--- config.mk ---
export PLATFORM = sky130hd
export DESIGN_NAME = instr_loader
export DESIGN_NICKNAME = d
export VERILOG_FILES = /design/src/rtl/loader_pkg.sv /design/src/rtl/byte_packer.sv /design/src/rtl/instr_loader.sv
export SDC_FILE = /design/constraint.sdc
export NUM_CORES = 1
export LEC_CHECK = 0
export CAP_MARGIN = 0
export CORE_MARGIN = 2
export CORE_UTILIZATION = 52
export CTS_CLUSTER_SIZE = 40
export DETAILED_ROUTE_END_ITERATION = 8
export GPL_ROUTABILITY_DRIVEN = 0
export PLACE_DENSITY_LB_ADDON = 0.08
export REMOVE_ABC_BUFFERS = 1
export SYNTH_ARGS = -nofsm -noshare
export SYNTH_HDL_FRONTEND = slang
export SYNTH_SLANG_ARGS = --single-unit
export TNS_END_PERCENT = 10
--- constraint.sdc ---
create_clock -name clock -period 2.9 [get_ports clock]
set_input_delay 0.29 -clock clock [delete_from_list [all_inputs] [get_ports clock]]
set_output_delay 0.29 -clock clock [all_outputs]
set_load 0.02 [all_outputs]
--- src/rtl/loader_pkg.sv ---
// Shared types and constants for the instruction loader.
package loader_pkg;

  typedef enum logic [2:0] {
    IDLE,
    HEADER,
    DATA,
    CHECK,
    DONE,
    ERROR
  } state_t;

  localparam int BYTES_PER_WORD = 4;
  localparam int HEADER_BYTES   = 4;
  localparam int CHECKSUM_BYTES = 4;

  // States in which the loader is consuming the frame
  function automatic logic is_active(input state_t s);
    return (s == HEADER) || (s == DATA) || (s == CHECK);
  endfunction

endpackage

--- src/rtl/byte_packer.sv ---
// Assembles big-endian bytes into 32-bit words; word_valid fires combinationally
// with the 4th accepted byte so the caller can act on the completed word that cycle.
module byte_packer
  import loader_pkg::*;
(
  input  logic        clock,
  input  logic        clear,
  input  logic        accept,
  input  logic [7:0]  data,
  input  logic        flush,
  output logic [31:0] word,
  output logic        word_valid
);

  localparam logic [1:0] LAST_IDX = 2'(BYTES_PER_WORD - 1);

  logic [1:0]  idx;
  logic [23:0] shift;

  // Completed word is the three stored bytes followed by the byte arriving now
  always_comb begin
    word       = {shift, data};
    word_valid = accept && (idx == LAST_IDX);
  end

  // Byte index and shift register; flush realigns to a word boundary
  always_ff @(posedge clock or negedge clear) begin
    if (!clear) begin
      idx   <= 2'd0;
      shift <= 24'd0;
    end else if (flush) begin
      idx   <= 2'd0;
      shift <= 24'd0;
    end else if (accept) begin
      idx   <= idx + 2'd1;
      shift <= {shift[15:0], data};
    end
  end

endmodule

--- src/rtl/instr_loader.sv ---
// Fills instruction memory from a framed byte stream (count, words, XOR checksum)
// and keeps the CPU held in clear until a frame loads with a matching checksum.
// Stream handshake: a byte transfers on a rising edge where in_valid and in_ready
// are both 1; in_data is ignored otherwise and in_valid may drop at any time.
module instr_loader
  import loader_pkg::*;
#(
  parameter logic [31:0] BASE_ADDR = 32'h0,
  parameter int          MAX_WORDS = 256,
  parameter int          CNT_W     = 9
) (
  input  logic             clock,
  input  logic             clear,
  input  logic             start,
  input  logic             in_valid,
  input  logic [7:0]       in_data,
  output logic             in_ready,
  output logic             imem_write,
  output logic [31:0]      imem_address,
  output logic [31:0]      imem_write_data,
  output logic             cpu_hold,
  output logic             busy,
  output logic             done,
  output logic             error,
  output logic [CNT_W-1:0] words_loaded,
  output state_t           dbg_state
);

  state_t            state, next_state;
  logic              accept;
  logic              start_ok;
  logic [31:0]       word;
  logic              word_valid;
  logic [CNT_W-1:0]  n_words;
  logic [31:0]       acc;
  logic              last_word;

  assign accept    = in_valid && in_ready;
  assign start_ok  = start && ((state == IDLE) || (state == DONE) || (state == ERROR));
  assign last_word = ((words_loaded + CNT_W'(1)) == n_words);
  assign dbg_state = state;

  byte_packer u_packer (
    .clock      (clock),
    .clear      (clear),
    .accept     (accept),
    .data       (in_data),
    .flush      (start_ok),
    .word       (word),
    .word_valid (word_valid)
  );

  // State register
  always_ff @(posedge clock or negedge clear) begin
    if (!clear) state <= IDLE;
    else        state <= next_state;
  end

  // Next-state: each field completes on the 4th byte of its word
  always_comb begin
    next_state = state;
    case (state)
      IDLE, DONE, ERROR: if (start) next_state = HEADER;
      HEADER: if (word_valid) begin
        if (word > 32'(MAX_WORDS)) next_state = ERROR;
        else if (word == 32'd0)    next_state = CHECK;
        else                       next_state = DATA;
      end
      DATA:  if (word_valid && last_word) next_state = CHECK;
      CHECK: if (word_valid) next_state = (word == acc) ? DONE : ERROR;
      default: next_state = IDLE;
    endcase
  end

  // Status outputs registered from the upcoming state so they track state exactly
  always_ff @(posedge clock or negedge clear) begin
    if (!clear) begin
      in_ready <= 1'b0;
      busy     <= 1'b0;
      cpu_hold <= 1'b1;
      done     <= 1'b0;
      error    <= 1'b0;
    end else begin
      in_ready <= is_active(next_state);
      busy     <= is_active(next_state);
      cpu_hold <= (next_state != DONE);
      done     <= (next_state == DONE);
      error    <= (next_state == ERROR);
    end
  end

  // Word count latch, write port, word counter and checksum accumulator
  always_ff @(posedge clock or negedge clear) begin
    if (!clear) begin
      n_words         <= '0;
      words_loaded    <= '0;
      acc             <= 32'd0;
      imem_write      <= 1'b0;
      imem_address    <= BASE_ADDR;
      imem_write_data <= 32'd0;
    end else begin
      imem_write <= 1'b0;
      if (start_ok) begin
        words_loaded <= '0;
        acc          <= 32'd0;
      end
      if ((state == HEADER) && word_valid) n_words <= word[CNT_W-1:0];
      if ((state == DATA) && word_valid) begin
        imem_write      <= 1'b1;
        imem_address    <= BASE_ADDR + (32'(words_loaded) << 2);
        imem_write_data <= word;
        words_loaded    <= words_loaded + CNT_W'(1);
        acc             <= acc ^ word;
      end
    end
  end

endmodule

After elaboration in Yosys (flattened, before gate mapping)
Index checks and enable logic that the tools add are counted.
{"block": "word_totals", "ff_bits": 125, "latchBits": 0, "ramBits": 0, "romBits": 0, "output_inout_bits": 82, "wordCells": 63, "memories": 0}
{"block": "classes", "n_addsub": 2, "mul": 0, "div_mod_pow": 0, "magnitude_cmp": 1, "n_eq_ne": 14, "n_shift": 0, "muxes": 17, "bitwise": 1, "reduce_logical": 15}
{"operator": "2-to-1 mux 32 bit", "n": 2}
{"operator": "2-to-1 mux 24 bit", "n": 2}
{"operator": "== test 32 bit", "n": 1}
{"operator": "greater-than comparator 32 x 9 -> 1 bit (second input constant)", "n": 1}
{"operator": "zero test 32 bit", "n": 1}
{"operator": "bitwise XOR 32 bit", "n": 1}
{"operator": "2-to-1 mux 9 bit", "n": 2}
{"operator": "2-to-1 mux 3 bit", "n": 5}
{"operator": "== test 3 x 2 -> 1 bit (second input constant)", "n": 4}
{"operator": "== test 3 bit (second input constant)", "n": 4}
{"operator": "one-hot mux 3 bit (4 select lines)", "n": 1}
{"operator": "adder 9 x 1 -> 9 bit (second input constant)", "n": 1}
{"operator": "== test 9 bit", "n": 1}
{"operator": "== test 3 x 1 -> 1 bit (second input constant)", "n": 2}
{"operator": "logical AND 1 bit", "n": 6}
{"operator": "logical OR 1 bit", "n": 4}
{"operator": "2-to-1 mux 2 bit", "n": 2}
{"operator": "nonzero test 2 bit", "n": 2}
{"operator": "zero test 3 bit", "n": 1}
{"operator": "2-to-1 mux 1 bit", "n": 3}
{"operator": "!= test 3 bit (second input constant)", "n": 1}
{"operator": "OR reduction 3 bit", "n": 1}
{"operator": "adder 2 x 1 -> 2 bit (second input constant)", "n": 1}
{"operator": "== test 2 bit (second input constant)", "n": 1}

Logic depth before layout (Yosys ltp)
{"block": "depth", "ltp_word": 8, "mapped_depth": 8, "depth_no_buf": 7}

By module
A second synthesis with hierarchy kept.
{"block": "hier_totals", "hier_cells": 621, "area_unflattened_um2": 5960.7}
{"mod": "instr_loader", "n_inst": 1, "cells_per_inst": 527, "area_per_inst_um2": 4807.1, "seq_area_each_um2": 2478.6}
{"mod": "byte_packer", "n_inst": 1, "cells_per_inst": 94, "area_per_inst_um2": 1153.6, "seq_area_each_um2": 650.6}

Worst setup path after synthesis
OpenSTA, ideal clock, no wires.
{"block": "synth_path", "path_kind": "flip-flop to flip-flop", "start": "register words_loaded[0]", "end": "register done", "setup_ns": 0.120, "arrival_time_ns": 2.260, "slack_ns": 0.521, "path_stages_with_launch": 9, "n_path_buf": 1, "synth_period_minus_slack_ns": 2.379, "cell_sequence": "dfrtp_1 > ha_1 > clkbuf_2 > nand2_1 > nor2_2 > xnor2_1 > or4_1 > a2111o_1 > and3_1"}
{"block": "synth_between", "elab_chain_len": 6}
{"item": "from (decl)", "line_no": "instr_loader.sv:25", "text": "output logic [CNT_W-1:0] words_loaded,"}
{"item": "from (signal assigned)", "line_no": "instr_loader.sv:112", "text": "words_loaded <= words_loaded + CNT_W'(1);"}
{"item": "adder 9 x 1 -> 9 bit", "line_no": "instr_loader.sv:40", "text": "assign last_word = ((words_loaded + CNT_W'(1)) == n_words);"}
{"item": "== test 9 bit", "line_no": "instr_loader.sv:40"}
{"item": "logical AND 1 bit", "line_no": "instr_loader.sv:69", "text": "DATA: if (word_valid && last_word) next_state = CHECK;"}
{"item": "2-to-1 mux 3 bit", "line_no": "instr_loader.sv:69"}
{"item": "one-hot mux 3 bit (4 select lines)", "line_no": "instr_loader.sv:62", "text": "case (state)"}
{"item": "== test 3 bit", "line_no": "instr_loader.sv:87", "text": "done <= (next_state == DONE);"}
{"item": "to (signal assigned)", "line_no": "instr_loader.sv:87"}
{"item": "to (decl)", "line_no": "instr_loader.sv:23", "text": "output logic done,"}
No other way between the ends.
A chain may end at the register's enable or synchronous reset.

Final worst setup path
{"block": "layout_path", "start": "register words_loaded[2]", "end": "register done"}
Same word-level chain as after synthesis.

==> metrics.yaml <==
run_status:
  status: "finished, final reports clean"
clock_network:
  path_clk_slew_ns: 0.06
  clk_path_buf_depth: 2
  postCtsResizedCells: 0
  cts_root_buffer: "clkbuf_8"
  clk-insertion-delay-late_ns: 0.52
  post_cts_buffers: 0
  hold_buffers: 1
  cts_tree: "done"
  htreeDepth: 4
  cts.sink_count: 125
  cts_inserted_buffers: 17
setup_path:
  crit_cells: 6
  crit_type: "reg -> reg"
  rr_worst_depth: 6
  timing.rr.end: "done$_DFF_PN0_"
  reg2reg_from: "words_loaded[2]$_DFFE_PN0P_"
  arrival_ns: 3.07
  cp-start-kind: "flip-flop"
  crit_buf_inv: 0
  crit_family: "simple AND/OR/NAND/NOR gates"
  reg2reg_slack_ns: 0.24
  end_kind: "flip-flop"
  endpoint: "done$_DFF_PN0_"
  worstPathRequired_ns: 3.31
  cp-startpoint: "words_loaded[2]$_DFFE_PN0P_"
  crit_chain: "nand3_1 > or3_1 > or2_0 > a41o_1 > a2111o_1 > and3_1"
  crit_slowest_cell: "dfrtp_1"
  cp_max_fo: 11
  critPathMaxStageDelay_ns: 0.52
timing:
  setup_violations: 0
  relSlewSlack: 0.409
  min_period_ns: 2.66
  final_hold_viol_count: 0
  fin_worst_skew_ns: 0.00699
  fmax_mhz: 376
  worstMarginPinSlew_ns: 0.887
  report.final.slew_viol_count: 0
  whs_ns: 0.415
  fin_crit_sh: 0.917
  rsz0062_at_grt: "no"
finish:
  final_common_cell: "nand2_1"
  antenna-diode-count: 0
  layout_common_cells: "nand2_1, dfrtp_1, o21ai_0"
  multi_input_area_um2: 2470
  nets: 731
  seq_area_um2: 3130
  instances_no_fill: 870
  drive_gt1_frac: 0.0671
  area_growth_pct: 21.7
  n_fill_cell: 926
  post-route-util: 0.654
floorplan:
  initial_core_util: 0.537
  die_h_um: 110
  ioPinCount: 94
  rows: 38
  die_w_um: 110
  dieArea_um2: 12100
  core-area_um2: 10900
grt:
  grt_first_pass_wirelength_um: 21900
  grt_max_degree: 84
  overflow: 0
  grt.total_usage: 0.235
  antenna_found_initial: 0
  grt_pass1_vias: 4363
routing:
  first_iter_violations: 396
  dr_total_vias: 4667
  drc: 0
  dr.pass1.iters: 5
  viasPerCell: 5.36
  drtAntennaViolNets: 0
  routed_wl_um: 13200
  wl_per_cell_um: 15.2
power_and_ir_drop:
  leakagePower_nw: 3.45
  power_density_nw_per_um2: 729
  power.total_mw: 5.19
  ir_drop_mv: 0.349
yosys:
  syn_area_um2: 5850
  seq_area_frac_synth: 0.535
  avgSynthCellArea_um2: 9.00
  ys_types: 43
  ys_ff_latch: 125
  syn_inst: 650
  ys_warn_count: 0
placement:
  placedCellCount: 837
  post-dp-hpwl_um: 8500
  io_buffers: 70
run:
  cap_violations: 0
hold_path:
  hold_class: "in -> async"
==> synth_stat cells <==
library cell | count | area (um^2)
inv_1 | 3 | 11.3
a21boi_1 | 2 | 15.0
nand2_1 | 189 | 709
dfstp_2 | 1 | 26.3
xnor2_1 | 15 | 131
nand3_1 | 9 | 45.0
mux2_2 | 10 | 113
nor4_1 | 15 | 93.8
nor2_2 | 1 | 6.26
and2_1 | 3 | 18.8
o41ai_1 | 1 | 8.76
buf_4 | 25 | 188
or2_0 | 1 | 6.26
o221ai_1 | 1 | 8.76
nand2b_1 | 1 | 6.26
o21ai_0 | 79 | 395
buf_6 | 1 | 11.3
o2111ai_1 | 1 | 8.76
or4_1 | 1 | 7.51
nor3b_1 | 2 | 15.0
buf_1 | 3 | 11.3
o31ai_1 | 3 | 22.5
clkinv_1 | 1 | 3.75
buf_2 | 2 | 10.0
ha_1 | 2 | 25.0
nor2_1 | 45 | 169
a211oi_1 | 2 | 15.0
or3_1 | 4 | 25.0
nand4_1 | 4 | 25.0
a21oi_1 | 31 | 155
a41o_1 | 1 | 10.0
xor2_1 | 29 | 254
nand3b_1 | 1 | 7.51
clkbuf_2 | 1 | 5.00
a21o_1 | 1 | 7.51
nor2b_1 | 3 | 18.8
clkbuf_1 | 24 | 90.1
conb_1 | 1 | 3.75
and3_1 | 2 | 12.5
a2111o_1 | 1 | 11.3
a31oi_1 | 3 | 18.8
dfrtp_1 | 124 | 3100
nand4_4 | 1 | 21.3
==> area by class of cell <==
class                   count  area share
flip-flops and latches    125       0.440
clock inverters             2     0.00141
inverters                   4     0.00211
repair buffers             82       0.113
clock buffers              30      0.0721
multi-input cells         487       0.347
well taps                 140      0.0246
==> how the worst min path moves through the flow <==
stage                                          startpoint                              end  slack (ns)  depth (start not counted)
after floorplan                                     clear               acc[0]$_DFFE_PN0P_      -0.006                          0
after global placement                              clear     imem_address[10]$_DFFE_PN0P_        0.44                          1
after detailed placement                            clear     imem_address[10]$_DFFE_PN0P_        0.45                          1
after CTS                                           clear     imem_address[10]$_DFFE_PN0P_        0.45                          2
after global routing      imem_write_data[29]$_DFFE_PN0P_  imem_write_data[29]$_DFFE_PN0P_        0.49                          2
final                                               clear      imem_address[9]$_DFFE_PN0P_        0.42                          2
==> sequential cells by signal, indices dropped and copies added (netlist names), 2 cells and up <==
name	cells
u_packer.idx	2
words_loaded	9
u_packer.shift	24
imem_write_data	32
imem_address	9
acc	32
dbg_state	3
n_words	9
==> through the flow <==
stage | instance area [um^2] | setup slack (ns) | TNS, ns
floorplan | 5620 | -2.83 | -195.98
global placement | 6590 | 0.393 | 0
detailed placement | 6590 | 0.297 | 0
CTS | 7120 | 0.269 | 0
global route | 7120 | 0.123 | 0
finish | 7120 | 0.241 | 0
==> power breakdown <==
part,leakage [nW],internal [mW],switching (mW)
combinational,1.50,0.430,0.522
clock,0.258,1.16,0.709
sequential,1.68,1.99,0.379
total,3.45,3.58,1.61
==> routing by layer <==
layer / track usage / wire (um)
met4: 0.0759 / 157
met1: 0.341 / 6300
met5: 0 / 0
met2: 0.351 / 5980
met3: 0.0558 / 755
==> kinds of logic (layout without fill, tap and decap cells) <==
| group | after synthesis | after routing | synth area share |
|---|---|---|---|
| other | 1 | 23 | 0.000641 |
| and+or+nand+nor | 282 | 282 | 0.203 |
| muxes | 10 | 10 | 0.0192 |
| DFF | 125 | 125 | 0.535 |
| AOI/OAI and AO/OA | 126 | 126 | 0.116 |
| xor gates and xnor gates | 44 | 44 | 0.0659 |
| buffers and inverters | 60 | 118 | 0.0565 |
| adders and majority gates | 2 | 2 | 0.00428 |
(Power assumes the default switching activity.)
==> edit 1: new RTL, same settings <==
Set the parameter `CNT_W` to 18 (it was 9).
--- a/src/rtl/instr_loader.sv
+++ b/src/rtl/instr_loader.sv
@@ -9,3 +9,3 @@
   parameter int          MAX_WORDS = 256,
-  parameter int          CNT_W     = 9
+  parameter int          CNT_W     = 18
 ) (
Interface: changed (resized words_loaded); port bits go from 94 to 103. No check against the original RTL was run, so the function may have changed too.
==> edit 1 against the original RTL <==
  * Sequential cell count up 27
  * Wire length up 37%
  * Area after synthesis up 25%
  * Setup slack better by 0.15 ns
  * Utilization down 0.94 points
  * Hold slack better by 0.031 ns
  * Cell area up 25%
  * Total power up 24%
  * Critical path type unchanged
  * Largest cell class unchanged
  * Largest power group unchanged
==> edit 1: results (changes against the original RTL) <==
flop2flop setup slack=0.39 ns (+0.15 ns); initial drt markers=533 (+35%); Port-buffer cells=88 (+26%); crit-path max cell delay=0.50 ns (-0.02 ns); critical-path maximum fanout=9 (-2); Critical Path Source=words_loaded[0]; WL/cell=16.8 µm (+11%); min Tclk post-route=2.51 ns (-0.153 ns); H-tree depth=4 (unchanged); Worst Hold Class=in2async; final non-filler cell total=1,075 (+24%); P_leak=4.18 nW (+21%); layout cells sized above 1=8.83% (+2.1 points); Placed Instance Area=0.00831 mm² (+26%); R2R depth=7 (+1); GRT met2 Usage=42.4% (+7.3 points); Final Skew=0.00965 ns (+0.00265 ns); DRT Pass-1 Iters=4 (-1); CP Capture Point=dbg_state[0]; synth cell count leaders=nand2_1 (223), dfrtp_1 (151), o21ai_0 (93), nor2_1 (54), a21oi_1 (34); Mapped Cells=810 (+25%); global-route met1 utilization=34.0% (-0.063 points); pin count of the biggest net entering global routing=71 (-15%); worst slack, placed=0.304 ns (+0.00759 ns); slew of the pin with the lowest slew margin=0.896 ns (+0.00872 ns); vias in the first global route=6,010 (+38%); Seq/Total Area, Yosys=51.9% (-1.6 points); first-pass GRT wire length=30,500 µm (+39%); CTS Root Buffer Type=clkbuf_16; filler instances=1,111 (+20%); arrival time worst endpoint=2.83 ns (-0.24 ns); main area contributors after synthesis=dfrtp_1 (52%), nand2_1 (11%), o21ai_0 (6.3%); PwrDens=724 mW/mm² (-0.71%); Synth async-reset ratio=100% (unchanged); placed insts=1,042 (+24%); worst-skew pair later-pin latency=0.43 ns (-0.09 ns); status=complete, no violations; vias per cell=5.60 (+4.4%); Nets=896 (+23%)
[edit 1: cell types whose count changed after synthesis, sizes merged, moves of 7 or more]
cell,change
dfrtp,+27
xnor2,+13
nand2,+34
nor2,+8
buf,+8
o21ai,+16
nor3,+7
[edit 1: per-layer routing]
| metal | share of wire, % | wire, µm | vias up |
|---|---|---|---|
| li1 | - | - | 2849 |
| met1 | 43 | 7760 | 2944 |
| met2 | 49 | 8860 | 193 |
| met5 | 0 | 0 | - |
| met4 | 2.6 | 471 | 0 |
| met3 | 5.1 | 918 | 34 |
[edit 1: worst min-delay path by stage]
| stage | start | to | slack [ns] | depth (start not counted) |
|---|---|---|---|---|
| after floorplan | clear | acc[0] | -0.006 | 0 |
| after global placement | clear | imem_address[5] | 0.33 | 1 |
| after detailed placement | clear | imem_address[5] | 0.35 | 1 |
| after CTS | clear | imem_address[5] | 0.47 | 2 |
| after global routing | clear | imem_address[5] | 0.49 | 2 |
| final | clear | imem_address[5] | 0.45 | 2 |
[edit 1: repair_timing]
| item | 4_1_cts | 5_1_grt |
|---|---|---|
| endpoints found under the hold margin | 67 | 0 |
| buffers inserted | 0 | 0 |
| resized for setup | 0 | 0 |
| hold buffers | 1 | 0 |
[edit 1: worst max-delay path, delay by kind of cell (launching register included)]
kind                     cells  cell delay, ns
AO/OA/AOI/OAI                3            0.67
AND/OR/NAND/NOR              2            0.75
flip-flops                   1            0.50
adder cells (fa/ha/maj)      1            0.31
XOR/XNOR                     1            0.19
[edit 1: cell type report]
type                    instances  share of cell area [%]
clock buffers                  25                    5.56
flip-flops and latches        152                    42.7
inverters                       7                   0.295
clock inverters                 7                    1.02
repair buffers                108                    11.8
multi-input cells             596                    36.1
well taps                     180                    2.53
[edit 1: report_power, final]
part | internal [mW] | switching (mW) | total, mW
Sequential | 2.43 | 0.427 | 2.86
Clock | 1.35 | 0.834 | 2.19
Combinational | 0.644 | 0.759 | 1.40
Total | 4.43 | 2.02 | 6.45
[edit 1: cell families (layout without fill, tap and decap cells)]
kind of cell / count (synthesis) / in the layout / synth area share [%]
xor+xnor: 54 / 54 / 6.45
simple gates: 348 / 348 / 21.3
buf+inv: 75 / 147 / 4.95
other cells: 1 / 14 / 0.0511
flops: 152 / 152 / 51.9
compound gates: 160 / 160 / 12.3
mux: 18 / 18 / 2.73
fa+ha+maj: 2 / 2 / 0.341
